--- config.mk ---
export PLATFORM = sky130hd
export DESIGN_NAME = line_draw_arbiter
export DESIGN_NICKNAME = d
export VERILOG_FILES = /design/src/rtl/line_pkg.sv /design/src/rtl/rr_arb2.sv /design/src/rtl/line_draw_arbiter.sv
export SDC_FILE = /design/constraint.sdc
export NUM_CORES = 1
export LEC_CHECK = 0
export ABC_CLOCK_PERIOD_IN_PS = 1800
export CAP_MARGIN = 30
export CORE_MARGIN = 2
export CORE_UTILIZATION = 38
export DETAILED_ROUTE_END_ITERATION = 16
export MAX_ROUTING_LAYER = met4
export PLACE_DENSITY_LB_ADDON = 0.15
export SYNTH_ARGS = -nofsm -noshare
export SYNTH_HDL_FRONTEND = slang
export SYNTH_SLANG_ARGS = --single-unit
--- constraint.sdc ---
create_clock -name clock -period 1.8 [get_ports clock]
set_clock_uncertainty 0.1 [all_clocks]
set_input_delay 0.36 -clock clock [delete_from_list [all_inputs] [get_ports clock]]
set_output_delay 0.36 -clock clock [all_outputs]
set_load 0.05 [all_outputs]
--- src/rtl/line_pkg.sv ---
// ============================================================================
// line_pkg -- shared types and field widths for the line-draw arbiter
// Rev 1.0
// ============================================================================
`default_nettype none

package line_pkg;

   localparam int X_W = 9;
   localparam int Y_W = 8;
   localparam int C_W = 3;

   // Field order fixes the packed layout: colour is the MSB group, x0 the LSB.
   typedef struct packed {
      logic [C_W-1:0] colour;
      logic [Y_W-1:0] y1;
      logic [X_W-1:0] x1;
      logic [Y_W-1:0] y0;
      logic [X_W-1:0] x0;
   } line_cmd_t;

   typedef enum logic [1:0] {
      IDLE    = 2'd0,
      GO      = 2'd1,
      RELEASE = 2'd2
   } state_t;

endpackage

`default_nettype wire

--- src/rtl/rr_arb2.sv ---
// ============================================================================
// rr_arb2 -- two-requester round-robin decision (pointer names the favoured one)
// Rev 1.0
// ============================================================================
`default_nettype none

module rr_arb2 (
   input  logic [1:0] i_req,
   input  logic       i_ptr,
   output logic       o_winner,
   output logic       o_valid
);

   always_comb begin
      o_valid  = |i_req;
      o_winner = 1'b0;
      if (i_req == 2'b11) begin
         o_winner = i_ptr;
      end else begin
         o_winner = i_req[1];
      end
   end

endmodule

`default_nettype wire

--- src/rtl/line_draw_arbiter.sv ---
// ============================================================================
// line_draw_arbiter -- grants one of two requesters to a line-draw engine,
// holds the command while go is high, with a per-draw watchdog.
// Rev 1.0
// ============================================================================
`default_nettype none

module line_draw_arbiter
   import line_pkg::*;
#(
   parameter int MAX_DRAW_CYCLES = 200000
) (
   input  logic             clock,
   input  logic             i_reset_n,
   input  logic [1:0]       i_req,
   input  line_cmd_t        i_cmd0,
   input  line_cmd_t        i_cmd1,
   output logic [1:0]       o_ack,
   output logic             o_grant_id,
   output logic             o_busy,
   output logic             o_go,
   input  logic             i_done,
   output logic [C_W-1:0]   o_colour,
   output logic [X_W-1:0]   o_X0,
   output logic [Y_W-1:0]   o_Y0,
   output logic [X_W-1:0]   o_X1,
   output logic [Y_W-1:0]   o_Y1,
   output logic             o_timeout
);

   localparam int               CNT_W      = (MAX_DRAW_CYCLES > 1) ? $clog2(MAX_DRAW_CYCLES) : 1;
   localparam logic [CNT_W-1:0] C_CNT_LAST = CNT_W'(MAX_DRAW_CYCLES - 1);

   state_t           r_state;
   state_t           w_state_nxt;
   line_cmd_t        r_cmd;
   logic             r_grant_id;
   logic             r_ptr;
   logic [1:0]       r_ack;
   logic [CNT_W-1:0] r_cnt;

   logic             w_winner;
   logic             w_arb_valid;
   logic             w_grant;
   logic             w_limit;
   logic             w_in_go;

   rr_arb2 u_rr_arb2 (
      .i_req    (i_req),
      .i_ptr    (r_ptr),
      .o_winner (w_winner),
      .o_valid  (w_arb_valid)
   );

   assign w_in_go = (r_state == GO);
   assign w_grant = (r_state == IDLE) && w_arb_valid;
   assign w_limit = (r_cnt == C_CNT_LAST);

   always_comb begin
      w_state_nxt = r_state;
      case (r_state)
         IDLE: begin
            if (w_arb_valid) begin
               w_state_nxt = GO;
            end
         end
         GO: begin
            if (i_done || w_limit) begin
               w_state_nxt = RELEASE;
            end
         end
         RELEASE: begin
            w_state_nxt = IDLE;
         end
         default: begin
            w_state_nxt = IDLE;
         end
      endcase
   end

   always_ff @(posedge clock or negedge i_reset_n) begin
      if (!i_reset_n) begin
         r_state <= IDLE;
      end else begin
         r_state <= w_state_nxt;
      end
   end

   // Command, owner and pointer only change on a grant, so the engine sees
   // stable fields for the whole draw.
   always_ff @(posedge clock or negedge i_reset_n) begin
      if (!i_reset_n) begin
         r_cmd      <= '0;
         r_grant_id <= 1'b0;
         r_ptr      <= 1'b0;
         r_ack      <= 2'b00;
      end else begin
         r_ack <= 2'b00;
         if (w_grant) begin
            r_cmd      <= w_winner ? i_cmd1 : i_cmd0;
            r_grant_id <= w_winner;
            r_ptr      <= ~w_winner;
            r_ack      <= w_winner ? 2'b10 : 2'b01;
         end
      end
   end

   always_ff @(posedge clock or negedge i_reset_n) begin
      if (!i_reset_n) begin
         r_cnt <= '0;
      end else if (w_grant) begin
         r_cnt <= '0;
      end else if (w_in_go && !w_limit) begin
         r_cnt <= r_cnt + 1'b1;
      end
   end

   assign o_ack      = r_ack;
   assign o_grant_id = r_grant_id;
   assign o_busy     = (r_state != IDLE);
   assign o_go       = w_in_go;
   // A completion landing on the last allowed cycle wins over the watchdog.
   assign o_timeout  = w_in_go && w_limit && !i_done;
   assign o_colour   = r_cmd.colour;
   assign o_X0       = r_cmd.x0;
   assign o_Y0       = r_cmd.y0;
   assign o_X1       = r_cmd.x1;
   assign o_Y1       = r_cmd.y1;

endmodule

`default_nettype wire

==> results of run 1 <==
## final cells by class
| class | count | area (sq um) | share of cell area, % |
|---|---|---|---|
| Clock buffer | 10 | 128 | 2.77 |
| Clock inverter | 6 | 63.8 | 1.38 |
| Inverter | 43 | 166 | 3.61 |
| Multi-Input combinational cell | 131 | 1090 | 23.7 |
| Sequential cell | 61 | 1530 | 33.1 |
| Tap cell | 96 | 120 | 2.60 |
| Timing Repair Buffer | 165 | 1510 | 32.8 |
## registers in the layout, summed over array words and instances, names as in the netlist
signal      cells
o_Y1            8
o_ack           2
r_ptr           1
o_X0            9
o_Y0            8
r_state         2
o_X1            9
r_cnt          18
o_grant_id      1
o_colour        3
## power breakdown
group          leakage (nW)  total [mW]  internal (mW)  switching, mW
clock network        0.0923        1.19          0.636          0.554
logic                  1.32        4.30           1.55           2.75
registers             0.782        2.17           1.86          0.314
## worst reg2reg max path, stage by stage (launching register included)
cell     delay [ns]
dfrtp_1        0.39
ha_2           0.21
and3_2         0.23
nand3_2        0.10
o21ai_4        0.10
buf_4          0.16
or4_4          0.41
a21oi_2        0.14
## per-stage QoR
| step | hold slack [ns] | setup TNS, ns | setup WS [ns] | instance area, sq um |
|---|---|---|---|---|
| global placement | 0.167 | -3.94 | -0.137 | 4220 |
| CTS | 0.342 | -0.379 | -0.375 | 4460 |
| global route | 0.360 | -0.734 | -0.434 | 4610 |
| floorplan | -0.0356 | -0.156 | -0.131 | 2740 |
| detailed placement | 0.172 | -5.73 | -0.199 | 4220 |
| finish | 0.342 | -0.469 | -0.363 | 4610 |
## Yosys cell counts (all sizes together) (5+ instances only)
| cell type | n | share of area [%] |
|---|---|---|
| dfrtp | 61 | 56 |
| inv | 43 | 5.9 |
| a222oi | 37 | 14 |
| nor2 | 18 | 2.5 |
| nand3 | 10 | 2.5 |
| nor3 | 8 | 1.5 |
| o21ai | 8 | 1.6 |
| xnor2 | 8 | 2.6 |
| buf | 7 | 1.4 |
| clkbuf | 7 | 0.96 |
| nand2 | 6 | 0.83 |
| a21oi | 5 | 0.92 |
| and3 | 5 | 1.2 |
## what timing repair did
action | in CTS | in global routing
resized for setup | 8 | 22
hold buffers | 1 | 0
gates cloned | 0 | 0
endpoints found under the hold margin | 11 | 0
setup endpoints to repair | 4 | 13
buffers inserted | 1 | 10
pin swaps | 2 | 7
## per-layer routing
metal  vias up  share of wire (%)  track usage (%)
li1       1249                  -                -
met1      1280                 42             24.6
met2       100                 50             33.5
met3        14                6.1             3.64
met4         0                2.0             9.09
met5         -                  0                -
## final timing paths
check | start | slack, ns | to
worst max-delay path | r_cnt[12]$_DFFE_PN0P_ | -0.36 | o_timeout
worst min-delay path | i_reset_n | 0.34 | r_cnt[6]$_DFFE_PN0P_
worst max register to register | r_cnt[0]$_DFFE_PN0P_ | -0.11 | r_cnt[11]$_DFFE_PN0P_
worst min register to register | o_grant_id$_DFFE_PN0P_ | 0.39 | o_grant_id$_DFFE_PN0P_
max in group asynchronous | i_reset_n | 0.68 | r_state[1]$_DFFE_PN0P_
min in group clock | o_grant_id$_DFFE_PN0P_ | 0.39 | o_grant_id$_DFFE_PN0P_
## cells by family after synthesis
group / after synthesis / share of synthesized area (%)
buffers and inverters: 57 / 8.26
AOI/OAI and AO/OA: 59 / 18.9
adders and majority gates: 1 / 0.459
xor gates and xnor gates: 11 / 3.53
DFF: 61 / 56.0
and+or+nand+nor: 60 / 12.9
==> flow_metrics.py, run 1 <==
metrics = {
    "floorplanning": {
        "die_x_microns": 88.7,
        "start_util_pct": 39.7,
        "coreArea_sq_mm": 0.00687,
        "pin_count": 122,
        "die_y_microns": 88.7,
        "rows": 30,
        "dieArea_sq_mm": 0.00787,
    },
    "timing": {
        "max_freq_mhz": 462,
        "final_max_slew_viol_count": 0,
        "setup_ws_ns": -0.363,
        "period_share_pct": 120,
        "finalSetupViolCount": 2,
        "fin_crit_ns": 2.16,
        "worst_slew_pin_slew_ns": 0.322,
        "rsz0062_at_grt": "yes",
        "hold_viol_final": 0,
        "slew_headroom_pct": 78.5,
    },
    "clocking": {
        "cts_root_buf": "clkbuf_8",
        "cts_tree": "built",
        "clkTransAtPathRegs_ns": 0.07,
        "clk_latency_ns": 0.34,
        "cts_buffers": 9,
        "cts_sinks": 61,
        "cts_max_path_buffers": 2,
        "h-tree-depth": 3,
    },
    "cells_and_area": {
        "nFillCells": 570,
        "fin_util_pct": 67.1,
        "final_common_cell": "clkdlybuf4s50_1",
        "syn_to_final_growth_pct": 69.2,
        "fin_cells": 512,
        "final_cell_mix": "clkdlybuf4s50_1, buf_4, dfrtp_1, inv_1, a222oi_1",
        "nNetsFinal": 491,
        "drive_gt1_share_pct": 32.2,
        "antenna_cells": 0,
    },
    "critical_path": {
        "cp_top_family": "simple AND/OR/NAND/NOR gates",
        "cp-end-kind": "output pin",
        "crit_buf_inv": 1,
        "crit_fanout": 2,
        "cpPeakStageDelay_ns": 0.41,
        "crit_required_ns": 1.34,
        "cp-start-kind": "register",
        "cp_cell_sequence": "nor4b_4 > and3_4 > nand2_2 > nor3_4 > buf_12",
        "crit_slowest_cell": "dfrtp_1",
        "worstRegToRegCells": 7,
        "crit_type": "reg2out",
        "worstPathArrival_ns": 1.70,
        "cp.depth": 5,
    },
    "flow_run": {
        "cap_violations": 0,
    },
    "global_route": {
        "track_usage_pct": 20.5,
        "grt_pass1_vias": 2481,
        "antenna_found_initial": 0,
        "grt_overflow": 0,
        "grt_pass1_wl_microns": 11800,
        "grt_max_degree": 42,
    },
    "run_status": {
        "violations": "negative setup slack",
        "status": "complete, but fails checks",
    },
    "routing": {
        "dr.pass1.iters": 8,
        "drt.antenna.violating_nets": 0,
        "vias": 2643,
        "wl_microns": 8160,
        "wl_per_cell_microns": 15.9,
        "viasPerCell": 5.16,
        "drc": 0,
        "first_iter_violations": 229,
    },
    "place": {
        "numPortBuffers": 121,
        "dp_cells": 485,
        "place_hpwl_microns": 5710,
        "place.gp.congestion": 0.841,
    },
    "logic_synthesis": {
        "ys_seq_elements": 61,
        "yosysUniqueCellTypes": 39,
        "yosysWarnings": 0,
        "syn_avg_cell_area_sq_um": 10.9,
        "synth_edf_count": 0,
        "syn_inst": 249,
        "synth.cell_area_sq_mm": 0.00273,
        "ys_seq_area_share_pct": 56.0,
        "ys.flop_type": "dfrtp_1",
        "synth.net_count": 329,
        "synth_async_sr_flop_share_pct": 100,
    },
    "power_and_ir_drop": {
        "ir_drop_mv": 0.854,
        "p_leak_nw": 2.19,
        "power_mw": 7.66,
        "pwr_density_cell_mw_per_mm2": 1660,
    },
    "worst_hold_path": {
        "hp-class": "in2async",
    },
}
No activity file was read; power rests on OpenSTA's default activity.
==> inputs of run 2 (changes only) <==
--- a/config.mk
+++ b/config.mk
@@ -5,10 +5,11 @@
 export SDC_FILE = /design/constraint.sdc
 export NUM_CORES = 1
 export LEC_CHECK = 0
+export ABC_AREA = 1
 export ABC_CLOCK_PERIOD_IN_PS = 1800
 export CAP_MARGIN = 30
 export CORE_MARGIN = 2
-export CORE_UTILIZATION = 38
+export CORE_UTILIZATION = 39
 export DETAILED_ROUTE_END_ITERATION = 16
 export MAX_ROUTING_LAYER = met4
 export PLACE_DENSITY_LB_ADDON = 0.15
==> flow_metrics.py, run 2 <==
metrics = {
    "routing": {
        "drt.antenna.violating_nets": 0,
        "dr.pass1.iters": 4,
        "first_iter_violations": 137,
        "vias": 3064,
        "wl_per_cell_microns": 12.8,
        "viasPerCell": 4.68,
        "drc": 0,
        "wl_microns": 8400,
    },
    "power_and_ir_drop": {
        "ir_drop_mv": 1.13,
        "pwr_density_cell_mw_per_mm2": 1690,
        "p_leak_nw": 2.29,
        "power_mw": 8.07,
    },
    "worst_hold_path": {
        "worstHoldPathCells": 2,
        "hp-class": "reg2reg",
        "worstHoldStart": "o_grant_id$_DFFE_PN0P_",
        "holdPathEnd": "o_grant_id$_DFFE_PN0P_",
    },
    "cells_and_area": {
        "syn_to_final_growth_pct": 56.1,
        "largest_reg_flops": 18,
        "antenna_cells": 0,
        "postLayoutCellArea_sq_mm": 0.00476,
        "top_register": "r_cnt",
        "final_cell_mix": "nand2_1, clkdlybuf4s50_1, buf_4, dfrtp_1, nand3_1",
        "drive_gt1_share_pct": 20.1,
        "nNetsFinal": 628,
        "final_common_cell": "nand2_1",
    },
    "critical_path": {
        "crit_fanout": 2,
        "timing.rr.start": "r_cnt[0]$_DFFE_PN0P_",
        "cp-start-kind": "register",
        "worstRegToRegCells": 9,
        "r2r-end": "r_cnt[15]$_DFFE_PN0P_",
        "crit_required_ns": 1.34,
        "r2r_setup_slack_ns": 0.18,
        "worstPathArrival_ns": 1.53,
        "crit_type": "reg2out",
        "cp-end-kind": "output pin",
    },
    "global_route": {
        "grt_pass1_vias": 3046,
        "grt_overflow": 0,
        "antenna_found_initial": 0,
        "use_met3_pct": 5.45,
        "grt_max_degree": 62,
        "track_usage_pct": 21.7,
        "busiest_layer": "met2",
        "grt_pass1_wl_microns": 14300,
        "met1_usage_pct": 28.4,
        "grt_use_met2_pct": 33.9,
    },
    "logic_synthesis": {
        "synth.top_cell.area_share_pct": 50.0,
        "synth.most_common_cell": "nand2_1",
        "synth_async_sr_flop_share_pct": 100,
        "syn_avg_cell_area_sq_um": 7.61,
        "ys_seq_elements": 61,
        "ys.flop_type": "dfrtp_1",
        "syn_inst": 401,
        "ys_seq_area_share_pct": 50.0,
        "yosysWarnings": 0,
        "synthTopCellsByCount": "nand2_1, dfrtp_1, nand3_1",
        "synth_edf_count": 0,
        "synth_area_leaders": "dfrtp_1, nand2_1, nand3_1, nor2_1, xor2_1",
        "yosysUniqueCellTypes": 24,
        "synth_largest_area_cell": "dfrtp_1",
        "synth.net_count": 481,
        "synth.cell_area_sq_mm": 0.00305,
    },
    "run_status": {
        "violations": "negative setup slack",
        "status": "complete, but fails checks",
    },
    "timing": {
        "setup_ws_ns": -0.189,
        "finalSetupViolCount": 1,
        "max_freq_mhz": 503,
        "slew_headroom_pct": 75.0,
        "hold_viol_final": 0,
        "fin_crit_ns": 1.99,
        "rsz0062_at_grt": "yes",
        "timing.hold.ws_ns": 0.393,
        "period_share_pct": 110,
        "worst_slew_pin_slew_ns": 0.374,
        "final_max_slew_viol_count": 0,
    },
    "clocking": {
        "cts_tree": "built",
        "cts_root_buf": "clkbuf_8",
        "clk_latency_ns": 0.34,
        "h-tree-depth": 3,
        "clkTransAtPathRegs_ns": 0.07,
        "cts_buffers": 9,
        "cts_max_path_buffers": 2,
        "cts_sinks": 61,
    },
    "floorplanning": {
        "die_x_microns": 92.5,
        "dieArea_sq_mm": 0.00855,
        "rows": 32,
        "pin_count": 122,
        "start_util_pct": 39.9,
        "coreArea_sq_mm": 0.00765,
        "die_y_microns": 92.5,
    },
    "place": {
        "place_area_sq_mm": 0.00452,
        "place.gp.congestion": 0.908,
        "place_hpwl_microns": 6180,
        "numPortBuffers": 121,
    },
    "flow_run": {
        "cap_violations": 0,
    },
}
run 2: cell count changes after synthesis, moves of 5 or more:
cell      before  now
inv_1         41   12
a21oi_1        5    0
xnor2_1        8    0
nand3_1        8   52
nor3_1         8    1
nor2_1        18   39
a222oi_1      37    0
xor2_1         3   12
buf_4          1    6
nand2_1        6  180
run 2: what timing repair did:
action | 4_1_cts | 5_1_grt
buffers inserted | 1 | 0
hold endpoints to repair | 61 | 0
cloned | 0 | 0
setup endpoints to repair | 1 | 15
gates resized for setup | 1 | 6
pin swaps | 0 | 0
hold buffers | 1 | 0
run 2: worst max-delay path by stage:
stage / start / cells past startpoint / slack (ns) / endpoint
floorplan: r_state[1]$_DFFE_PN0P_ / 3 / -0.17 / o_timeout
global placement: i_req[1] / 8 / 0.03 / o_X0[6]$_DFFE_PN0P_
detailed placement: i_req[1] / 8 / -0.02 / o_Y1[7]$_DFFE_PN0P_
CTS: r_cnt[6]$_DFFE_PN0P_ / 6 / -0.24 / o_timeout
global route: r_cnt[14]$_DFFE_PN0P_ / 6 / -0.33 / o_timeout
finish: r_cnt[6]$_DFFE_PN0P_ / 6 / -0.19 / o_timeout
run 2: logic make-up after synthesis:
group / Yosys count / synth area share (%)
buffers and inverters: 32 / 5.29
flip-flops: 61 / 50.0
AO/OA/AOI/OAI: 5 / 0.820
adder cells (fa/ha/maj): 1 / 0.410
XOR/XNOR: 12 / 3.44
AND/OR/NAND/NOR: 290 / 40.0
run 2: cell type report:
class                   count  area (sq um)
fillers                   658          2880
inverters                  16          62.6
flip-flops and latches     61          1530
repair buffers            152          1430
multi-input cells         308          1400
clock inverters             5          83.8
well taps                 102           128
clock buffers              11           131
run 2: layer usage:
metal	wire, microns	part of all wire, %
met1	3830	46
met2	3860	46
met3	594	7.1
met4	119	1.4
met5	0	0
run 2: power by group:
part / switching (mW) / leakage, nW / internal (mW)
Combinational: 2.98 / 1.41 / 1.53
Sequential: 0.316 / 0.781 / 1.89
Clock: 0.569 / 0.100 / 0.786
run 2: through the flow:
stage | TNS (ns) | std cells | utilization (%) | worst slack (ns)
after CTS | -0.238 | 655 | 62.2 | -0.238
after global routing | -0.325 | 655 | 62.3 | -0.325
after detailed placement | -0.221 | 637 | 59.1 | -0.0163
final | -0.189 | 655 | 62.3 | -0.189
after global placement | 0 | 637 | 59.1 | 0.0286
after floorplan | -0.165 | 401 | - | -0.165
run 2: worst max-delay path, stage by stage, from the launching register on:
cell and delay (ns):
dfrtp_1 0.39, nor2_2 0.12, nand3_2 0.10, nor2_1 0.12, nand2_1 0.10, nor4_4 0.19, buf_12 0.18
